--- src/rtl/evm_tally_uart_tx_pkg.sv ---
// Shared constants for the EVM tally readout link: frame header, selector
// encodings and sequencer state codes.
package evm_tally_uart_tx_pkg;

  localparam logic [7:0] HDR_BYTE  = 8'hA5;
  localparam int         FRAME_LEN = 6;

  // display_results selector encodings
  localparam logic [1:0] SEL_IDLE = 2'b00;
  localparam logic [1:0] SEL_C1   = 2'b01;
  localparam logic [1:0] SEL_C2   = 2'b10;
  localparam logic [1:0] SEL_C3   = 2'b11;

  // Sequencer states; SEND_LAST waits for the final stop bit to finish
  typedef logic [2:0] state_t;
  localparam state_t ST_IDLE      = 3'd0;
  localparam state_t ST_SLOT      = 3'd1;
  localparam state_t ST_SEND      = 3'd2;
  localparam state_t ST_SEND_LAST = 3'd3;
  localparam state_t ST_FIN       = 3'd4;

  // Selector value presented during capture slot k (slot 3 is the winner slot)
  function automatic logic [1:0] sel_for_slot(input logic [1:0] slot);
    case (slot)
      2'd0:    sel_for_slot = SEL_C1;
      2'd1:    sel_for_slot = SEL_C2;
      2'd2:    sel_for_slot = SEL_C3;
      default: sel_for_slot = SEL_IDLE;
    endcase
  endfunction

endpackage

--- src/rtl/evm_tally_uart_tx_if.sv ---
// Bundle of the EVM-side and UART-side signals of the tally readout block.
// The reader block is the slave; the EVM wrapper / bench is the master.
interface evm_tally_uart_tx_if #(
  parameter int RES_W = 7
);
  logic             start;
  logic             voting_done;
  logic [1:0]       sel_out;
  logic             winner_req;
  logic [RES_W-1:0] results_in;
  logic [1:0]       winner_in;
  logic             invalid_in;
  logic             tx;
  logic             busy;
  logic             done;
  logic             err;

  modport master (
    output start, voting_done, results_in, winner_in, invalid_in,
    input  sel_out, winner_req, tx, busy, done, err
  );

  modport slave (
    input  start, voting_done, results_in, winner_in, invalid_in,
    output sel_out, winner_req, tx, busy, done, err
  );
endinterface

--- src/rtl/evm_tally_uart_tx_uart_tx_byte.sv ---
// 8N1 byte serializer with valid/ready handshake. Ready rises in the last
// cycle of the stop bit so consecutive bytes leave with no idle gap.
module uart_tx_byte #(
  parameter int CLKS_PER_BIT = 87
) (
  input  logic       clk,
  input  logic       rst_n,
  input  logic       i_valid,
  input  logic [7:0] i_data,
  output logic       o_ready,
  output logic       o_tx
);
  localparam int BAUD_W = $clog2(CLKS_PER_BIT + 1);

  logic              r_active;
  logic [3:0]        r_bit;     // 0 start, 1..8 data, 9 stop
  logic [BAUD_W-1:0] r_baud;
  logic [7:0]        r_shift;
  logic              r_tx;
  logic              w_bit_end;
  logic              w_stop_end;

  assign w_bit_end  = (r_baud == BAUD_W'(CLKS_PER_BIT - 1));
  assign w_stop_end = r_active && (r_bit == 4'd9) && w_bit_end;
  assign o_ready    = !r_active || w_stop_end;
  assign o_tx       = r_tx;

  // Bit timing: load on handshake, shift LSB-first at each bit boundary
  always_ff @(posedge clk or negedge rst_n) begin
    if (!rst_n) begin
      r_active <= 1'b0;
      r_bit    <= 4'd0;
      r_baud   <= '0;
      r_shift  <= 8'h00;
      r_tx     <= 1'b1;
    end else if (i_valid && o_ready) begin
      r_active <= 1'b1;
      r_bit    <= 4'd0;
      r_baud   <= '0;
      r_shift  <= i_data;
      r_tx     <= 1'b0;
    end else if (w_stop_end) begin
      r_active <= 1'b0;
      r_bit    <= 4'd0;
      r_baud   <= '0;
      r_tx     <= 1'b1;
    end else if (r_active) begin
      if (w_bit_end) begin
        r_baud <= '0;
        r_bit  <= r_bit + 4'd1;
        if (r_bit < 4'd8) begin
          r_tx    <= r_shift[0];
          r_shift <= {1'b0, r_shift[7:1]};
        end else begin
          r_tx <= 1'b1;
        end
      end else begin
        r_baud <= r_baud + BAUD_W'(1);
      end
    end else begin
      r_tx <= 1'b1;
    end
  end

endmodule

--- src/rtl/evm_tally_uart_tx.sv ---
// EVM results reader: walks the display_results selector through the three
// candidates and the winner slot, buffers what it captures, then sends
// header, four buffer bytes and an XOR checksum over the UART line.
module evm_tally_uart_tx
  import evm_tally_uart_tx_pkg::*;
#(
  parameter int CLKS_PER_BIT = 87,
  parameter int SETTLE       = 2,
  parameter int RES_W        = 7
) (
  input logic              clk,
  input logic              rst_n,
  evm_tally_uart_tx_if.slave bus
);
  localparam int CNT_W = $clog2(SETTLE + 1);

  state_t           r_state;
  logic [1:0]       r_slot;
  logic [CNT_W-1:0] r_cnt;
  logic [2:0]       r_byte_idx;
  logic [7:0]       r_buf [4];
  logic [7:0]       r_chk;
  logic             r_valid;
  logic [1:0]       r_sel;
  logic             r_winner_req;
  logic             r_busy;
  logic             r_done;
  logic             r_err;

  logic [RES_W-1:0] w_res;
  logic [7:0]       w_cap;
  logic [7:0]       w_byte;
  logic             w_ready;
  logic             w_tx;

  assign w_res = bus.results_in;

  // Value captured at the end of the current slot
  always_comb begin
    w_cap = 8'h00;
    if (r_slot == 2'd3) begin
      w_cap = {bus.invalid_in, 5'b00000, bus.winner_in};
    end else begin
      w_cap = 8'(w_res);
    end
  end

  // Frame byte presented to the serializer
  always_comb begin
    w_byte = HDR_BYTE;
    case (r_byte_idx)
      3'd0:    w_byte = HDR_BYTE;
      3'd1:    w_byte = r_buf[0];
      3'd2:    w_byte = r_buf[1];
      3'd3:    w_byte = r_buf[2];
      3'd4:    w_byte = r_buf[3];
      3'd5:    w_byte = r_chk;
      default: w_byte = HDR_BYTE;
    endcase
  end

  // Slot/byte sequencer, capture buffer and running checksum
  always_ff @(posedge clk or negedge rst_n) begin
    if (!rst_n) begin
      r_state      <= ST_IDLE;
      r_slot       <= 2'd0;
      r_cnt        <= '0;
      r_byte_idx   <= 3'd0;
      for (int i = 0; i < 4; i++) r_buf[i] <= 8'h00;
      r_chk        <= 8'h00;
      r_valid      <= 1'b0;
      r_sel        <= SEL_IDLE;
      r_winner_req <= 1'b0;
      r_busy       <= 1'b0;
      r_done       <= 1'b0;
      r_err        <= 1'b0;
    end else begin
      r_done <= 1'b0;
      r_err  <= 1'b0;
      case (r_state)
        ST_IDLE: begin
          if (bus.start && bus.voting_done) begin
            r_state      <= ST_SLOT;
            r_slot       <= 2'd0;
            r_cnt        <= '0;
            r_sel        <= sel_for_slot(2'd0);
            r_winner_req <= 1'b0;
            r_busy       <= 1'b1;
            r_chk        <= HDR_BYTE;
          end else if (bus.start) begin
            r_err <= 1'b1;
          end else begin
            r_state <= ST_IDLE;
          end
        end
        ST_SLOT: begin
          if (r_cnt == CNT_W'(SETTLE)) begin
            r_cnt         <= '0;
            r_buf[r_slot] <= w_cap;
            r_chk         <= r_chk ^ w_cap;
            if (r_slot == 2'd3) begin
              r_state      <= ST_SEND;
              r_sel        <= SEL_IDLE;
              r_winner_req <= 1'b0;
              r_byte_idx   <= 3'd0;
              r_valid      <= 1'b1;
            end else begin
              r_slot       <= r_slot + 2'd1;
              r_sel        <= sel_for_slot(r_slot + 2'd1);
              r_winner_req <= (r_slot == 2'd2);
            end
          end else begin
            r_cnt <= r_cnt + CNT_W'(1);
          end
        end
        ST_SEND: begin
          if (r_valid && w_ready) begin
            if (r_byte_idx == 3'(FRAME_LEN - 1)) begin
              r_valid <= 1'b0;
              r_state <= ST_SEND_LAST;
            end else begin
              r_byte_idx <= r_byte_idx + 3'd1;
            end
          end else begin
            r_state <= ST_SEND;
          end
        end
        ST_SEND_LAST: begin
          if (w_ready) begin
            r_state <= ST_FIN;
            r_done  <= 1'b1;
            r_busy  <= 1'b0;
          end else begin
            r_state <= ST_SEND_LAST;
          end
        end
        ST_FIN: begin
          r_state <= ST_IDLE;
        end
        default: begin
          r_state <= ST_IDLE;
          r_busy  <= 1'b0;
          r_valid <= 1'b0;
        end
      endcase
    end
  end

  uart_tx_byte #(
    .CLKS_PER_BIT(CLKS_PER_BIT)
  ) u_uart_tx_byte (
    .clk    (clk),
    .rst_n  (rst_n),
    .i_valid(r_valid),
    .i_data (w_byte),
    .o_ready(w_ready),
    .o_tx   (w_tx)
  );

  assign bus.sel_out    = r_sel;
  assign bus.winner_req = r_winner_req;
  assign bus.tx         = w_tx;
  assign bus.busy       = r_busy;
  assign bus.done       = r_done;
  assign bus.err        = r_err;

endmodule
--- src/flat_wrapper.sv ---
// flat-port wrapper written by rule: the top's interface ports become plain ports
module evm_tally_uart_tx_flat import evm_tally_uart_tx_pkg::*;
#(
  parameter int CLKS_PER_BIT = 87,
  parameter int SETTLE       = 2,
  parameter int RES_W        = 7
)
  (clk, rst_n, bus_start, bus_voting_done, bus_results_in, bus_winner_in, bus_invalid_in, bus_sel_out, bus_winner_req, bus_tx, bus_busy, bus_done, bus_err);
  evm_tally_uart_tx_if #(.RES_W(RES_W)) bus_i ();
  input logic clk;
  input logic rst_n;
  input wire logic [$bits(bus_i.start)-1:0] bus_start;
  input wire logic [$bits(bus_i.voting_done)-1:0] bus_voting_done;
  input wire logic [$bits(bus_i.results_in)-1:0] bus_results_in;
  input wire logic [$bits(bus_i.winner_in)-1:0] bus_winner_in;
  input wire logic [$bits(bus_i.invalid_in)-1:0] bus_invalid_in;
  output wire logic [$bits(bus_i.sel_out)-1:0] bus_sel_out;
  output wire logic [$bits(bus_i.winner_req)-1:0] bus_winner_req;
  output wire logic [$bits(bus_i.tx)-1:0] bus_tx;
  output wire logic [$bits(bus_i.busy)-1:0] bus_busy;
  output wire logic [$bits(bus_i.done)-1:0] bus_done;
  output wire logic [$bits(bus_i.err)-1:0] bus_err;
  assign bus_i.start = bus_start;
  assign bus_i.voting_done = bus_voting_done;
  assign bus_i.results_in = bus_results_in;
  assign bus_i.winner_in = bus_winner_in;
  assign bus_i.invalid_in = bus_invalid_in;
  assign bus_sel_out = bus_i.sel_out;
  assign bus_winner_req = bus_i.winner_req;
  assign bus_tx = bus_i.tx;
  assign bus_busy = bus_i.busy;
  assign bus_done = bus_i.done;
  assign bus_err = bus_i.err;
  evm_tally_uart_tx #(.CLKS_PER_BIT(CLKS_PER_BIT), .SETTLE(SETTLE), .RES_W(RES_W)) u_core (.clk(clk), .rst_n(rst_n), .bus(bus_i));
endmodule
--- config.mk ---
export PLATFORM = sky130hd
export DESIGN_NAME = evm_tally_uart_tx_flat
export DESIGN_NICKNAME = d
export VERILOG_FILES = /design/src/rtl/evm_tally_uart_tx_pkg.sv /design/src/rtl/evm_tally_uart_tx_if.sv /design/src/rtl/evm_tally_uart_tx_uart_tx_byte.sv /design/src/rtl/evm_tally_uart_tx.sv /design/src/flat_wrapper.sv
export SDC_FILE = /design/constraint.sdc
export NUM_CORES = 1
export LEC_CHECK = 0
export CAP_MARGIN = 20
export CORE_MARGIN = 2
export CORE_UTILIZATION = 60
export DETAILED_ROUTE_END_ITERATION = 10
export PLACE_DENSITY = 0.81
export SLEW_MARGIN = 20
export SYNTH_ARGS = -nofsm -noshare
export SYNTH_HDL_FRONTEND = slang
export SYNTH_SLANG_ARGS = --single-unit
--- constraint.sdc ---
create_clock -name clk -period 2.2 [get_ports clk]
set_input_delay 0.44 -clock clk [delete_from_list [all_inputs] [get_ports clk]]
set_output_delay 0.44 -clock clk [all_outputs]
set_load 0.03 [all_outputs]
# [Word level (Yosys, flattened, before mapping)]
# Cells that the tools add are included.
[op_classes] add_sub_neg=5 magnitude_cmp=3 eq_ne=28 mux=69 bitwise=4 n_reduce_logical=29
[op_table] op="$mux 8" count=9
[op_table] op="$pmux 8 s5" count=1
[op_table] op="$mux 3" count=11
[op_table] op="$bwmux 32" count=1
[op_table] op="$mux 7" count=4
[op_table] op="$mux 1" count=21
[op_table] op="$demux 8 s2" count=1
[op_table] op="$mux 4" count=4
[op_table] op="$pmux 8 s2" count=1
[op_table] op="$mux 2" count=7
[op_table] op="$ne 2x1->1 const B" count=7
[op_table] op="$eq 3x2->1 const B" count=4
[op_table] op="$pmux 2 s2" count=3
[op_table] op="$pmux 3 s4" count=1
[op_table] op="$reduce_and 4->1" count=3
[op_table] op="$reduce_bool 2->1" count=6
[op_table] op="$reduce_and 5->1" count=2
[op_table] op="$eq 3x3->1 const B" count=3
[op_table] op="$eq 2x2->1 const B" count=4
[op_table] op="$xor 8x8->8" count=1
[op_table] op="$add 7x1->7 const B" count=1
[op_table] op="$eq 7x7->1 const B" count=1
[op_table] op="$eq 3x1->1 const B" count=2
[op_table] op="$pmux 1 s3" count=2
[op_table] op="26 further kinds" count=38
[totals] regBits=78 in_bits=14 output_inout_bits=7

# [Depth between registers and ports, before layout]
# Gate-level depths: netlist (run 1).
[depth] ltp_word=7 ltp_mapped=9

# [Hierarchy]
# Synthesis (run 1) repeated with hierarchy kept, for this count alone.
[hier_totals] hier_cells=393 hier_area_um2=3951.3
[modules_own_cells] module="evm_tally_uart_tx" instances=1 cells_each=275 area_each_um2=2810.2
[modules_own_cells] module="uart_tx_byte" instances=1 cells_each=118 area_each_um2=1141.1

# [Worst setup path before layout (run 1)]
# No wires, ideal clock.
[synth_timing] path_type="register to register" start="reg u_core.r_byte_idx[2]" end="reg u_core.u_uart_tx_byte.r_shift[5]" setup_time_ns=0.077 arrival_ns=1.929 path_slack_ns=0.194 path_stages_with_launch=9 synth_period_minus_slack_ns=2.006 cell_sequence="dfrtp_1 buf_1 inv_1 ha_1 buf_1 or4_1 nand3_1 nor2_1 a21oi_1"
[synth_between] elab_chain_len=3 elab_cells_between_ends=7 classes_between="5 x eq/ne; 2 x mux"
[synth_lines] item="start: declaration" line_no="evm_tally_uart_tx.sv:20" source="logic [2:0] r_byte_idx;"
[synth_lines] item="start signal: assignment" line_no="evm_tally_uart_tx.sv:122" source="r_byte_idx <= r_byte_idx + 3'd1;"
[synth_lines] item="$eq 3x3->1 (tied with other cells)" line_no="evm_tally_uart_tx.sv:51" source="case (r_byte_idx)"
[synth_lines] item="$pmux 8 s5 *" line_no="evm_tally_uart_tx.sv:51"
[synth_lines] item="$mux 8 *" line_no="evm_tally_uart_tx_uart_tx_byte.sv:36" source="end else if (i_valid && o_ready) begin"
[synth_lines] item="end signal: assignment" line_no="evm_tally_uart_tx_uart_tx_byte.sv:40" source="r_shift <= i_data;"
[synth_lines] item="end signal: assignment" line_no="evm_tally_uart_tx_uart_tx_byte.sv:53" source="r_shift <= {1'b0, r_shift[7:1]};"
[synth_lines] item="end: declaration" line_no="evm_tally_uart_tx_uart_tx_byte.sv:18" source="logic [7:0] r_shift;"
# Every way passes the cells marked *; elsewhere a longest branch is shown, timed or not.
# A chain may end at the register's enable or synchronous reset.

# [Worst setup path after layout (run 1)]
[layout_timing] start="reg u_core.u_uart_tx_byte.r_bit[0]" end="reg u_core.u_uart_tx_byte.r_shift[7]"
[layout_between] elab_chain_len=7 elab_cells_between_ends=12 classes_between="1 x order compare; 2 x eq/ne; 1 x mux; 8 x reduce/logical"
[layout_lines] item="start: declaration" line_no="evm_tally_uart_tx_uart_tx_byte.sv:16" source="logic [3:0] r_bit;"
[layout_lines] item="start signal: assignment" line_no="evm_tally_uart_tx_uart_tx_byte.sv:50" source="r_bit <= r_bit + 4'd1;"
[layout_lines] item="$eq 4x4->1" line_no="evm_tally_uart_tx_uart_tx_byte.sv:24" source="assign w_stop_end = r_active && (r_bit == 4'd9) && w_bit_end;"
[layout_lines] item="$logic_and 1x1->1 (2 in a row)" line_no="evm_tally_uart_tx_uart_tx_byte.sv:24"
[layout_lines] item="$logic_or 1x1->1" line_no="evm_tally_uart_tx_uart_tx_byte.sv:25" source="assign o_ready = !r_active || w_stop_end;"
[layout_lines] item="$logic_and 1x1->1" line_no="evm_tally_uart_tx_uart_tx_byte.sv:36"
[layout_lines] item="$ne 2x1->1 (no line) or $reduce_bool 2->1 (tied branches)"
[layout_lines] item="$reduce_and 4->1 (no line)"
# Several ways; a longest one is shown, not always the timed one.

==> summary.md, run 1 <==
| Metric | Value |
|---|---|
| Post-synthesis simple-gate area fraction | `17.96%` |
| Core Footprint | `0.006314 mm^2` |
| Status | `complete, no violations` |
| CTS tree | `built` |
| GRT Total Usage | `24.95%` |
| Synth-to-Final Area Change | `14.29%` |
| Total CTS buffers | `9` |
| Crit. End Element | `register` |
| Antenna Cells | `0` |
| Initial core utilization | `approximately three fifths` |
| Power per cell area | `1076 mW/mm^2` |
| Final nets | `roughly 450` |
| Clk sinks | `around 80` |
| Die H | `84.50 um` |
| Critical path data required time | `2.44 ns` |
| Fin util | `70.37%` |
| Post-Syn Area | `0.003887 mm^2` |
| Via count | `3001` |
| Async SR Flop Fraction | `100.0%` |
| Hold_ws | `0.06919 ns` |
| Largest family of logic cells by synthesized area | `simple AND/OR/NAND/NOR gates` |
| Distinct cells, synth | `just over 50` |
| WS Path Type | `register to register` |
| HP Class | `input pin to asynchronous set/reset pin` |
| Clock buffer depth | `2` |
| Synth Area per Inst | `9.792 um^2` |
| Hold-fix buffers, CTS | `0` |
| Worst R2R Setup Slack | `0.19 ns` |
| # placed instances | `between 400 and 500` |
| Number of global-route vias before repair | `3036` |
| Final setup violation count | `0` |
| Antenna viol nets, final | `0` |
| Worst EP arrival | `2.25 ns` |
| Worst-path clk slew | `0.09 ns` |
| Worst setup SP type | `register` |
| Leak | `0.002021 uW` |
| Root Buffer | `clkbuf_8` |
| Slew Limit Fails | `0` |
| Die Wd | `approximately 84 um` |
| Hold Vio Cnt, Final | `0` |
| Final Skew | `between 0.01 and 0.015 ns` |
| Setup bufs post-CTS | `0` |
| Max_cap viols | `0` |
| Post-Route WL | `8129 um` |
| Number of flops mapped to enable cells by yosys | `0` |
| Peak VDD IR | `0.8052 mV` |
| DP HPWL | `around 5700 um` |
| XOR/XNOR Fraction of Synth Area | `0.9012%` |
| Gr ovfl total | `0` |
| # DRC | `0` |
| Multiplexer area fraction after synthesis | `5.986%` |
| Compound-cell area share of the yosys netlist | `15.93%` |
| Relative slew margins | `between 60% and 70%` |
| Top cell type's share of synthesized area | `between 40% and 50%` |
| Layout cells sized above 1 | `12.56%` |
| Max FO, Critical Path | `17` |
| Worst Tran Pin Value | `0.5625 ns` |
| Syn Inst Count | `397` |
| Final period util | `91.43%` |
| Setup_tns | `0 ns` |
| Number of synthesis warnings | `0` |
| RSZ-0062 raised after global routing | `no` |
| Pin count of the biggest net entering global routing | `44` |
| Post-DR vias/cell | `~6` |
| Flops & latches, synth | `a little under 80` |
| Initial antenna violation count | `0` |
| Seq/Total Area, Yosys | `50.24%` |
| Post-synthesis adder-cell area fraction | `4.184%` |
| Dominant synthesized flop cell | `dfrtp_1` |
| Total nets after synthesis | `424` |
| Rows | `29` |
| Cell taking the most area after synthesis | `dfrtp_1` |
| Htree depth | `3` |
| Drt wl/cell | `16.03 um` |
| Synth area leaders | `dfrtp_1 50%, nand2_1 5.5%, o21ai_0 5.1%` |
| Tmin final | `2.011 ns` |
| IO Pins | `21` |
| First-pass GRT wire length | `14230 um` |
| Initial drt markers | `205` |
| IO buf count | `20` |
| Post-CTS sizing | `0` |
| Layout fillers | `480` |
| Non-filler cells, final | `about 510` |
| Fmax | `just under 0.5 GHz` |
| Insertion delay to the later sink of the worst-skew pair | `roughly 0.35 ns` |
| 1st-pass router iterations | `4` |
| Gpl congestion | `around 0.83` |
| DIE AREA | `about 0.0071 mm^2` |
## worst max-delay path, stage by stage, from the launching register on
cell     delay [ns]
dfrtp_1        0.45
ha_1           0.24
and3b_1        0.23
a41oi_1        0.48
buf_12         0.21
a31oi_1        0.06
a31o_2         0.23
## flip-flops by register name, indices dropped and copies added, names as in the netlist
| name | count |
|---|---|
| u_core.bus.busy | 1 |
| u_core.bus.done | 1 |
| u_core.bus.err | 1 |
| u_core.bus.sel_out | 2 |
| u_core.bus.winner_req | 1 |
| u_core.r_buf | 32 |
| u_core.r_byte_idx | 3 |
| u_core.r_chk | 8 |
| u_core.r_cnt | 2 |
| u_core.r_slot | 2 |
| u_core.r_state | 3 |
| u_core.r_valid | 1 |
| u_core.u_uart_tx_byte.o_tx | 1 |
| u_core.u_uart_tx_byte.r_active | 1 |
| u_core.u_uart_tx_byte.r_baud | 7 |
| u_core.u_uart_tx_byte.r_bit | 4 |
| u_core.u_uart_tx_byte.r_shift | 8 |
## final timing paths
check | from | end | cells after the start
worst max-delay path | u_core.u_uart_tx_byte.r_bit[0] | u_core.u_uart_tx_byte.r_shift[7] | 6
worst max register to register | u_core.u_uart_tx_byte.r_bit[0] | u_core.u_uart_tx_byte.r_shift[7] | 6
worst min register to register | u_core.r_buf[31] | u_core.r_buf[31] | 2
max in group asynchronous | rst_n | u_core.r_buf[23] | 2
worst min-delay path | rst_n | u_core.u_uart_tx_byte.r_baud[1] | 1
min in group clk | u_core.r_buf[31] | u_core.r_buf[31] | 2
## synth_stat cells (all sizes together), types with 2 or more instances
master	count
xnor2	2
nor3b	5
nand3	13
o21ai	43
and3	2
a22o	5
o21a	2
nor2	23
dfrtp	77
nor2b	9
a21o	6
inv	16
mux2	10
nor3	4
a21oi	21
xor2	2
mux2i	12
o22a	2
o31ai	4
nand2	58
and2	4
or3	11
clkbuf	8
nand2b	5
buf	16
ha	13
a222oi	8
## routing by layer
metal | GRT usage, % | part of all wire, % | vias to the layer above
met2 | 38.87 | 49 | 62
met1 | 35.12 | 46 | 1482
met4 | 9.957 | 1.4 | 0
met3 | 4.425 | 3.6 | 11
met5 | 0 | 0 | -
li1 | - | - | 1446
## cell usage in the layout, fill, tap and decap left out, types with 5 or more instances in the layout
cell type | synthesis | layout
dfrtp_1 | 77 | 77
nand2_1 | 57 | 57
o21ai_0 | 40 | 40
nor2_1 | 22 | 22
a21oi_1 | 21 | 21
buf_4 | 3 | 20
clkdlybuf4s50_1 | 0 | 19
inv_1 | 16 | 16
nand3_1 | 13 | 13
ha_1 | 13 | 13
mux2i_1 | 12 | 12
mux2_2 | 10 | 10
or3_1 | 10 | 10
nor2b_1 | 9 | 9
clkbuf_8 | 0 | 9
a222oi_1 | 8 | 8
a21o_1 | 6 | 6
nand2b_1 | 5 | 5
a22o_1 | 5 | 5
## cell families (layout without fill, tap and decap cells)
logic type / count (synthesis) / in the layout
AO/OA/AOI/OAI: 99 / 99
XOR/XNOR: 4 / 4
flip-flops: 78 / 78
multiplexers: 22 / 22
AND/OR/NAND/NOR: 141 / 141
buffers and inverters: 40 / 73
adder cells (fa/ha/maj): 13 / 13
## power by group
part | internal, uW | total, uW | switching (uW)
clock | 540 | 1120 | 581
combinational | 650 | 1320 | 674
sequential | 1970 | 2340 | 370
## layout make-up
type                       instances  area (um^2)  share of cell area (%)
tap                               77        96.34                   2.168
clock inverter                     7        81.33                   1.830
clock buffer                       9        123.9                   2.788
timing repair buffer              41        380.4                   8.561
sequential                        78         1953                   43.96
multi-input combinational        279         1748                   39.34
inverter                          16        60.06                   1.352
## per-stage QoR
step                setup slack [ns]  power, uW  instance area (um^2)
floorplan                     0.1939       3208                  3887
global placement            -0.02276       3581                  4238
detailed placement           -0.1010       3676                  4238
CTS                           0.1970       4797                  4443
global route                 0.06386       5104                  4443
finish                        0.1885       4780                  4443
Note: power is estimated with default switching activity, not from simulation.
==> run 2, diff against run 1 <==
--- a/config.mk
+++ b/config.mk
@@ -5,11 +5,12 @@
 export SDC_FILE = /design/constraint.sdc
 export NUM_CORES = 1
 export LEC_CHECK = 0
+export ABC_CLOCK_PERIOD_IN_PS = 2200
 export CAP_MARGIN = 20
 export CORE_MARGIN = 2
-export CORE_UTILIZATION = 60
+export CORE_UTILIZATION = 52
 export DETAILED_ROUTE_END_ITERATION = 10
-export PLACE_DENSITY = 0.81
+export PLACE_DENSITY = 0.72
 export SLEW_MARGIN = 20
 export SYNTH_ARGS = -nofsm -noshare
 export SYNTH_HDL_FRONTEND = slang
==> run 2 against run 1 <==
Effect of this change:
- combinational power decreased by 4%
- setup slack improved by 0.033 ns
- non-clock buffer count decreased by 1
- critical path depth decreased by 5
- sequential cell count unchanged
- largest power group unchanged
- critical endpoint is now bus_tx
- global-route usage decreased by 5.2 points
- final area decreased by 0.37%
- highest routed layer unchanged
- clock skew decreased by 0.0012 ns
==> summary.md, run 2 (same netlist as run 1, synthesis figures left out) <==
| Metric | Value |
|---|---|
| Total power | `4566 uW (-4.5%)` |
| Post-DR vias/cell | `5.477 (-7.5%)` |
| Antenna viol nets, final | `0 (unchanged)` |
| Initial antenna violation count | `0 (unchanged)` |
| Status | `complete, no violations` |
| Worst path slowest cell | `clkdlybuf4s50_1` |
| Largest regs | `u_core.r_buf x32, u_core.r_chk x8, u_core.u_uart_tx_byte.r_shift x8` |
| Most common cell after layout, fill and taps aside | `dfrtp_1` |
| Hold Vio Cnt, Final | `0 (unchanged)` |
| Gpl congestion | `0.7963 (-4.4%)` |
| Rows | `31 (+6.9%)` |
| First-pass GRT wire length | `12990 um (-8.8%)` |
| Final Skew | `0.008812 ns (-0.001194 ns)` |
| Family with the most delay on the worst path | `buffers and inverters` |
| Worst setup SP type | `register` |
| Synth-to-Final Area Change | `13.87%` |
| Slew Limit Fails | `0 (unchanged)` |
| Antenna Cells | `0 (unchanged)` |
| Max FO, Critical Path | `2 (-15)` |
| HP Class | `input pin to asynchronous set/reset pin` |
| IO Pins | `21 (unchanged)` |
| Die H | `90.47 um (+7.1%)` |
| Die Wd | `90.47 um (+7.1%)` |
| # placed instances | `512 (+4.3%)` |
| Leak | `0.002001 uW (-1.0%)` |
| Initial drt markers | `208 (+1.5%)` |
| FF-to-FF Start | `u_core.r_state[0]` |
| CTS tree | `built` |
| Htree depth | `3 (unchanged)` |
| IO buf count | `20 (unchanged)` |
| Top reg by flops | `u_core.r_buf` |
| Fmax | `0.5054 GHz (+1.7%)` |
| # DRC | `0 (unchanged)` |
| Initial core utilization | `53.60% (-8.0 points)` |
| Total CTS buffers | `9 (unchanged)` |
| Worst-path cell chain | `clkdlybuf4s50_1` |
| Relative slew margins | `64.84% (+2.3 points)` |
| Hold_ws | `0.02199 ns (-0.04720 ns)` |
| Slowest stage delay, CP | `0.66 ns (+0.18 ns)` |
| Crit. End Element | `primary output` |
| Max reg flops | `32 (unchanged)` |
| Worst Tran Pin Value | `0.5127 ns (-0.04983 ns)` |
| DP Worst Slack | `-0.1172 ns (-0.01623 ns)` |
| Worst-path clk slew | `0.09 ns (about the same)` |
| Final WS setup | `0.2212 ns (+0.03265 ns)` |
| Max_cap viols | `0 (unchanged)` |
| Root Buffer | `clkbuf_8` |
| Critical path origin | `u_core.u_uart_tx_byte.o_tx` |
| Final setup violation count | `0 (unchanged)` |
| RSZ-0062 raised after global routing | `no` |
| Setup_tns | `0 ns (unchanged)` |
| Critical path data required time | `1.76 ns (-0.68 ns)` |
| Peak VDD IR | `0.7514 mV (-6.7%)` |
| Core Footprint | `0.007253 mm^2 (+15%)` |
| GRT Total Usage | `19.73% (-5.2 points)` |
| Number of global-route vias before repair | `2765 (-8.9%)` |
| DP HPWL | `5436 um (-4.4%)` |
| Power per cell area | `1031 mW/mm^2 (-4.1%)` |
| Via count | `2892 (-3.6%)` |
| Pin count of the biggest net entering global routing | `48 (+9.1%)` |
| Worst Path Buf+Inv | `1 (unchanged)` |
| Post-Route WL | `7642 um (-6.0%)` |
| Final nets | `451 (-0.22%)` |
| Insertion delay to the later sink of the worst-skew pair | `0.35 ns (about the same)` |
| Clk sinks | `78 (unchanged)` |
| DIE AREA | `0.008184 mm^2 (+15%)` |
| Gr ovfl total | `0 (unchanged)` |
| Drt wl/cell | `14.47 um (-9.7%)` |
| Clock buffer depth | `2 (unchanged)` |
| Layout cells sized above 1 | `12.35% (-0.20 points)` |
| Worst EP arrival | `1.54 ns (-0.71 ns)` |
| 1st-pass router iterations | `4 (unchanged)` |
| Final period util | `89.95% (-1.5 points)` |
| WS Path Type | `register to primary output` |
| Hold-fix buffers, CTS | `0 (unchanged)` |
| Tmin final | `1.979 ns (-0.03265 ns)` |
| Non-filler cells, final | `528 (+4.1%)` |
| Most frequent cells in the layout | `77 x dfrtp_1, 57 x nand2_1, 40 x o21ai_0` |
| Post-CTS sizing | `0 (unchanged)` |
| Setup bufs post-CTS | `0 (unchanged)` |
[run 2: changes by cell type in the layout (fill, tap and decap cells not counted), sizes merged]
cell / delta
inv: -1
bufinv: -1
clkinv: +2
buf: -1
[run 2: path summary, 6_finish.rpt]
path | cells after the start | endpoint | slack (ns)
max | 1 | bus_tx | 0.22
min reg2reg | 2 | u_core.r_buf[31] | 0.48
max reg2reg | 5 | u_core.r_buf[19] | 0.27
max in group asynchronous | 2 | u_core.u_uart_tx_byte.o_tx | 1.54
min | 1 | u_core.u_uart_tx_byte.r_baud[6] | 0.02
min in group clk | 2 | u_core.r_buf[31] | 0.48
[run 2: stage by stage]
stage	instance area [um^2]	utilization, %
after CTS	4427	61.03
after detailed placement	4245	58.53
after global routing	4427	61.03
after floorplan	3887	-
final	4427	61.03
after global placement	4245	58.53
[run 2: area by class of cell]
type	instances	area, um^2
Clock buffer	9	123.9
Clock inverter	7	57.56
Fill cell	630	2826
Inverter	16	60.06
Multi-Input combinational cell	279	1748
Sequential cell	78	1953
Tap cell	99	123.9
Timing Repair Buffer	40	360.3
[run 2: metal layers]
metal  part of all wire, %  global-route usage, %  vias to the layer above  wire length (um)
met2                    45                  30.60                       51              3423
met1                    50                  27.97                     1379              3831
met5                     0                      0                        -                 0
li1                      -                      -                     1448                 -
met4                   2.0                  8.462                        0               152
met3                   3.1                  2.588                       14               235
[run 2: power by group]
part / leakage [uW] / switching [uW] / internal (uW) / total, uW
clock: 0.0000824 / 558 / 420 / 979
combinational: 0.00101 / 636 / 630 / 1270
sequential: 0.000910 / 364 / 1960 / 2320
